`src/rtl/cnn_acc_pkg.sv`:
```
// Shared types, limits and fixed-point helpers for the CNN accumulator datapath.
package cnn_acc_pkg;

  localparam int unsigned PSUM_W_DEF = 18;
  localparam int unsigned ACC_W_DEF  = 26;
  // Working width for the post pipeline; must cover ACC_W+2 of any instance.
  localparam int unsigned WIDE_W     = 40;

  localparam int INT8_MAX = 127;
  localparam int INT8_MIN = -128;

  typedef enum logic [1:0] {
    IDLE  = 2'd0,
    RUN   = 2'd1,
    DRAIN = 2'd2
  } wb_state_t;

  typedef struct packed {
    logic signed [15:0] bias;
    logic        [4:0]  shift;
    logic               relu;
  } quant_cfg_t;

  // Round-half-up arithmetic right shift; shift of 0 passes the value through.
  function automatic logic signed [WIDE_W-1:0] round_shift(
    input logic signed [WIDE_W-1:0] x,
    input logic        [4:0]        sh
  );
    logic signed [WIDE_W-1:0] half;
    half = '0;
    if (sh == 5'd0) return x;
    half = WIDE_W'(1) << (sh - 5'd1);
    return (x + half) >>> sh;
  endfunction

  function automatic logic signed [7:0] sat_int8(input logic signed [WIDE_W-1:0] x);
    if (x > WIDE_W'(INT8_MAX)) return 8'(INT8_MAX);
    if (x < WIDE_W'(INT8_MIN)) return 8'(INT8_MIN);
    return x[7:0];
  endfunction

endpackage

```
`src/rtl/wb_quant.sv`:
```
// Two-stage post pipeline: bias add, then rounding shift, optional ReLU and int8 saturation.
module wb_quant
  import cnn_acc_pkg::*;
#(
  parameter int unsigned ACC_W = ACC_W_DEF
) (
  input  logic                    clk,
  input  logic                    rst,
  input  logic                    acc_valid,
  input  logic signed [ACC_W-1:0] acc_final,
  input  quant_cfg_t              cfg,
  output logic                    stage1_valid,
  output logic                    res_valid,
  output logic signed [7:0]       res_data
);

  logic signed [ACC_W:0]      s1;
  logic signed [15:0]         bias_c;
  logic signed [WIDE_W-1:0]   r_c;

  assign bias_c = cfg.bias;

  always_comb begin
    r_c = round_shift(WIDE_W'(s1), cfg.shift);
    if (cfg.relu && r_c[WIDE_W-1]) r_c = '0;
  end

  // Stage 1 registers the biased sum; stage 2 registers the quantised result.
  always_ff @(posedge clk) begin
    if (rst) begin
      stage1_valid <= 1'b0;
      s1           <= '0;
      res_valid    <= 1'b0;
      res_data     <= '0;
    end else begin
      stage1_valid <= acc_valid;
      if (acc_valid) s1 <= (ACC_W+1)'(acc_final) + (ACC_W+1)'(bias_c);
      res_valid <= stage1_valid;
      if (stage1_valid) res_data <= sat_int8(r_c);
    end
  end

endmodule

```
`src/rtl/psum_writeback.sv`:
```
// Accumulates PE-group sums per output pixel, quantises each pixel and writes it to the ofmap buffer.
module psum_writeback
  import cnn_acc_pkg::*;
#(
  parameter int unsigned PSUM_W = PSUM_W_DEF,
  parameter int unsigned ACC_W  = ACC_W_DEF,
  parameter int unsigned ADDR_W = 10,
  parameter int unsigned CNT_W  = 8
) (
  input  logic                     clk,
  input  logic                     rst,
  input  logic                     cfg_start,
  input  logic        [CNT_W-1:0]  cfg_acc_len,
  input  logic        [ADDR_W-1:0] cfg_out_num,
  input  logic        [ADDR_W-1:0] cfg_base_addr,
  input  logic signed [15:0]       cfg_bias,
  input  logic        [4:0]        cfg_shift,
  input  logic                     cfg_relu,
  input  logic                     psum_valid,
  input  logic signed [PSUM_W-1:0] psum_in,
  output logic                     wr_en,
  output logic        [ADDR_W-1:0] wr_addr,
  output logic signed [7:0]        wr_data,
  output logic                     busy,
  output logic                     done,
  output logic                     ovf
);

  localparam logic signed [ACC_W-1:0] ACC_MAX = {1'b0, {(ACC_W-1){1'b1}}};
  localparam logic signed [ACC_W-1:0] ACC_MIN = {1'b1, {(ACC_W-1){1'b0}}};

  wb_state_t               state;
  logic [CNT_W-1:0]        acc_len_m1;
  logic [ADDR_W-1:0]       out_num_m1;
  logic [ADDR_W-1:0]       base_addr;
  quant_cfg_t              qcfg;
  logic [CNT_W-1:0]        cnt;
  logic [ADDR_W-1:0]       pix_in;
  logic [ADDR_W-1:0]       pix_idx;
  logic signed [ACC_W-1:0] acc;
  logic                    stage1_valid;

  logic                    take_c;
  logic                    final_c;
  logic                    last_c;
  logic                    acc_sat_c;
  logic signed [ACC_W-1:0] addend_c;
  logic signed [ACC_W:0]   acc_sum_c;
  logic signed [ACC_W-1:0] acc_next_c;

  // One extra bit of headroom exposes overflow as a mismatch of the top two bits.
  always_comb begin
    take_c     = (state == RUN) && psum_valid;
    addend_c   = (cnt == '0) ? '0 : acc;
    acc_sum_c  = (ACC_W+1)'(addend_c) + (ACC_W+1)'(psum_in);
    acc_sat_c  = acc_sum_c[ACC_W] != acc_sum_c[ACC_W-1];
    acc_next_c = acc_sum_c[ACC_W-1:0];
    if (acc_sat_c) acc_next_c = acc_sum_c[ACC_W] ? ACC_MIN : ACC_MAX;
    final_c    = take_c && (cnt == acc_len_m1);
    last_c     = final_c && (pix_in == out_num_m1);
  end

  always_ff @(posedge clk) begin
    if (rst) begin
      state      <= IDLE;
      acc_len_m1 <= '0;
      out_num_m1 <= '0;
      base_addr  <= '0;
      qcfg       <= '0;
      cnt        <= '0;
      pix_in     <= '0;
      pix_idx    <= '0;
      acc        <= '0;
      wr_addr    <= '0;
      busy       <= 1'b0;
      done       <= 1'b0;
      ovf        <= 1'b0;
    end else begin
      done <= 1'b0;
      case (state)
        IDLE: begin
          if (cfg_start) begin
            acc_len_m1 <= (cfg_acc_len == '0) ? '0 : cfg_acc_len - CNT_W'(1);
            out_num_m1 <= cfg_out_num - ADDR_W'(1);
            base_addr  <= cfg_base_addr;
            qcfg       <= '{bias: cfg_bias, shift: cfg_shift, relu: cfg_relu};
            cnt        <= '0;
            pix_in     <= '0;
            pix_idx    <= '0;
            ovf        <= 1'b0;
            if (cfg_out_num == '0) begin
              done <= 1'b1;
            end else begin
              state <= RUN;
              busy  <= 1'b1;
            end
          end
        end
        RUN: begin
          if (take_c) begin
            acc <= acc_next_c;
            if (acc_sat_c) ovf <= 1'b1;
            if (final_c) begin
              cnt    <= '0;
              pix_in <= pix_in + ADDR_W'(1);
              if (last_c) state <= DRAIN;
            end else begin
              cnt <= cnt + CNT_W'(1);
            end
          end
        end
        DRAIN: begin
          // Stage 2 empties on this edge when stage 1 holds nothing.
          if (!stage1_valid) begin
            state <= IDLE;
            busy  <= 1'b0;
            done  <= 1'b1;
          end
        end
        default: state <= IDLE;
      endcase
      // Address is registered alongside the stage-2 result it belongs to.
      if (stage1_valid) begin
        wr_addr <= base_addr + pix_idx;
        pix_idx <= pix_idx + ADDR_W'(1);
      end
    end
  end

  wb_quant #(
    .ACC_W(ACC_W)
  ) u_quant (
    .clk         (clk),
    .rst         (rst),
    .acc_valid   (final_c),
    .acc_final   (acc_next_c),
    .cfg         (qcfg),
    .stage1_valid(stage1_valid),
    .res_valid   (wr_en),
    .res_data    (wr_data)
  );

endmodule

```
`config.mk`:
```
export PLATFORM = sky130hd
export DESIGN_NAME = psum_writeback
export DESIGN_NICKNAME = d
export VERILOG_FILES = /design/src/rtl/cnn_acc_pkg.sv /design/src/rtl/wb_quant.sv /design/src/rtl/psum_writeback.sv
export SDC_FILE = /design/constraint.sdc
export NUM_CORES = 1
export LEC_CHECK = 0
export BUFFER_PORTS_ARGS = -buffer_cell sky130_fd_sc_hd__buf_2
export CORE_MARGIN = 1.5
export CORE_UTILIZATION = 40
export DETAILED_ROUTE_END_ITERATION = 8
export SLEW_MARGIN = 20
export SYNTH_ARGS = -nofsm -noshare
export SYNTH_HDL_FRONTEND = slang
export SYNTH_SLANG_ARGS = --single-unit
```
`constraint.sdc`:
```
create_clock -name clk -period 8.42 [get_ports clk]
set_input_delay 1.263 -clock clk [delete_from_list [all_inputs] [get_ports clk]]
set_output_delay 1.263 -clock clk [all_outputs]
set_load 0.05 [all_outputs]
```
==> results by group <==
Status
  • Run status: finished, final reports clean

Clock tree
  • TritonCTS clock tree: yes
  • Clock Tree Root: clkbuf_16
  • Source-to-sink clock delay at the later pin of the worst-skew pair: 0.43 ns
  • Deepest clock path buffer count: 2
  • Number of buffers inserted by post-CTS setup repair: 0
  • Sink count of the clock tree: 156
  • Clock input transition at the sequential cells of the worst setup and hold paths: 0.07 ns
  • Hold buffer count at cts: 0
  • H-tree depth reported by CTS: 4
  • Number of buffers added by the clock tree synthesis step: 17

Yosys
  • EDFF count, synth: 0
  • Cell area after synthesis: 14900 um2
  • Main combinational cell family by area after synthesis: compound AO/OA/AOI/OAI gates
  • Syn nets: 2251
  • Count of unique library cells instantiated by Yosys: 96
  • Post-synth top area cell: dfxtp_1
  • Area share of xor/xnor cells in the synthesized design: 6.46%
  • Share of cell area taken by muxes after synthesis: 3.90%
  • Number of warnings reported in the yosys synthesis log: 0
  • Fraction of the mapped netlist area in compound gates: 28.6%
  • Register bit total from synthesis: 156
  • Share of synthesized registers carrying an async set or reset: 0%
  • Post-Synthesis Cells: 2073
  • Area share of the leading cell type in the synthesized netlist: 21.0%
  • Dominant cell by count in the synthesized netlist: nor2_1
  • Mean post-synth cell area: 7.19 um2
  • Main synth FF type: dfxtp_1
  • Synth top cells by count: nor2_1, nand2_1, a21oi_1
  • Post-Synth Simple-Gate Area: 26.5%
  • Top cells by area, synth: dfxtp_1, ha_1, a21oi_1
  • Adder-cell share of the synthesized area: 9.10%
  • Share of synthesized area occupied by flip-flops and latches: 21.0%

Critical path
  • Critical path startpoint category: flop
  • Worst Path Required: 8.76 ns
  • Crit path capture type: flop
  • Highest-delay cell along the critical path: fa_1
  • Beginning of the worst register-to-register path: cnt[1]
  • Crit Path Class: reg -> reg
  • Worst setup path startpoint: cnt[1]
  • Maximum fanout count along the critical path: 12
  • Data arrival, critical path: 8.14 ns
  • Slowest Stage Delay on Critical Path: 0.41 ns

Placed design
  • Post-DP Area: 15800 um2
  • GP Congestion: 1.08
  • Detailed placer's ending HPWL: 40000 um
  • Placement-stage worst setup slack: 0.0526 ns
  • Count of input and output buffers: 93
  • Cell count after placement: 2553

Final layout
  • Sequential cell area: 3130 um2
  • Multi-input logic area: 11200 um2
  • Filler instances: 3787
  • Final core occ: 44.9%
  • Post-route standard cell area excluding fillers: 16500 um2
  • Final layout net count: 2282
  • Fraction of layout cells with a size suffix above 1: 11.5%
  • Number of diodes: 0
  • Final cell count without fillers: 2585
  • Layout-stage area growth over the synthesis result: 10.4%

Power and ir drop
  • Switching power share of the total: 36.5%
  • Relative contribution of sequential cells to total power: 34.6%
  • Post-layout power: 2.34 mW
  • Leakage: 6.70 nW
  • Maximum resistive drop on vdd: 0.156 mV
  • Power spent charging and discharging nets: 0.852 mW
  • Share of total power in the clock network: 34.1%
  • Pwr dens: 142 nW/um2
  • Pint: 1.48 mW
  • Share of power burned in combinational logic: 31.3%

Min path
  • Class of the tightest hold or removal check: reg -> reg
  • HP Start: acc[18]

Global routing
  • Pin count of the biggest net entering global routing: 80
  • First-pass GRT wire length: 81100 um
  • Number of global-route vias before repair: 15056
  • Residual overflow from global routing: 0
  • Initial antenna violation count: 0
  • Global router's overall resource usage: 26.4%

Timing
  • Hold slack: 0.455 ns
  • Largest clock skew in the final design: 0.0110 ns
  • Number of max-slew violations in the final report: 0
  • Least setup slack across all paths after layout: 0.615 ns
  • Final period demand of the worst path: 7.80 ns
  • Top achievable clock speed: 0.128 GHz
  • Total Neg Setup Slack: 0 ns
  • Worst Max-Slew Pin Slew: 1.08 ns
  • Total count of hold-check failures in the final report: 0
  • Period utilization: 92.7%
  • Worst relative slew slack: 27.9%
  • Finish-stage setup viols: 0

Routing
  • Vias after detailed routing: 15775
  • Met2 wire length: 23900 um
  • Number of search-and-repair iterations in the first detailed-routing pass: 6
  • Metal-1 WL: 22400 um
  • Final routed wirelength across all metal layers: 51600 um
  • Met3 Routed Length: 3400 um
  • Vias per std cell: 6.10
  • Iteration-0 DRC count of the detailed router: 1286
  • Drt wl/cell: 20.0 um
  • Number of nets with antenna violations after routing: 0
  • Top layer in use: met4
  • DRC violation count after routing: 0

Floorplan
  • Count of boundary I/O pins: 94
  • Standard cell core area: 36600 um2
  • Number of placement rows: 70
  • Initial core utilization: 40.7%
  • Overall die area: 38400 um2
  • Die height: 196 um
  • Chip Width: 196 um

Run
  • Max-cap violation count: 0
## registers in the layout (all words and copies together), names as in the netlist
signal,cells
u_quant.s1,27
acc,26
qcfg,22
base_addr,10
out_num_m1,10
pix_idx,10
pix_in,10
wr_addr,10
acc_len_m1,8
cnt,8
u_quant.res_data,8
state,2
busy,1
done,1
ovf,1
u_quant.res_valid,1
u_quant.stage1_valid,1
## timing repair
item,in CTS,in global routing
setup endpoints to repair,0,9
resized for setup,0,14
hold endpoints to repair,0,0
## critical path: cells and delay by family, from the launching register on
family / cells / cell delay (ns)
and+or+nand+nor: 7 / 1.10
buffers and inverters: 2 / 0.18
DFF: 1 / 0.35
adders and majority gates: 5 / 1.33
xor gates and xnor gates: 1 / 0.23
AOI/OAI and AO/OA: 23 / 4.48
## power by group through the flow
stage,Combinational (mW),Sequential (mW),Clock (mW)
after global routing,0.798,0.811,0.841
after global placement,0.709,0.824,0
after detailed placement,0.710,0.824,0
after floorplan,0.502,0.813,0
final,0.732,0.808,0.796
after CTS,0.714,0.808,0.811
## metal layers
| metal | global-route usage [%] | up-vias |
|---|---|---|
| met4 | 10.6 | 0 |
| met2 | 44.3 | 574 |
| li1 | - | 7665 |
| met3 | 4.18 | 106 |
| met5 | 0 | - |
| met1 | 33.8 | 7430 |
## final timing paths
check,slack [ns],cells past startpoint,end
worst max register to register,0.62,38,u_quant.s1[26]
worst min-delay path,0.45,2,acc[18]
worst min register to register,0.45,2,acc[18]
worst max-delay path,0.62,38,u_quant.s1[26]
## cell families (layout without fill, tap and decap cells)
family / count (synthesis) / in the layout
simple gates: 841 / 841
compound gates: 637 / 637
buf+inv: 176 / 220
flops: 156 / 156
xor+xnor: 110 / 110
fa+ha+maj: 106 / 106
mux: 47 / 47
## cell type report
class	count	area share, %
clock buffers	18	2.61
clock inverters	14	1.05
inverters	58	1.32
multi-input cells	1741	67.9
flip-flops and latches	156	19.0
well taps	468	3.56
repair buffers	130	4.53
## placed cells by master (no fill, tap or decap), types with 11 or more instances in the layout
cell type  netlist  routed
nor2_1         254     253
nand2_1        252     252
a21oi_1        197     194
dfxtp_1        156     152
o21ai_0        107     105
ha_1           102     102
buf_2           13      92
xnor2_1         75      75
nor3_1          74      73
inv_1           58      58
nand3_1         50      50
a211oi_1        51      49
and2_1          44      44
a21o_1          41      41
buf_4            1      38
xor2_1          35      35
mux2i_1         30      30
or3_1           28      28
o211ai_1        26      26
and3_1          26      26
nand4_1         22      22
o21bai_1        20      20
clkbuf_16        0      17
o31ai_1         16      16
a31oi_1         18      16
or2_2           17      16
nor4_1          15      13
o22ai_1         13      13
o221ai_1        11      11
Note: power is estimated with default switching activity, not from simulation.
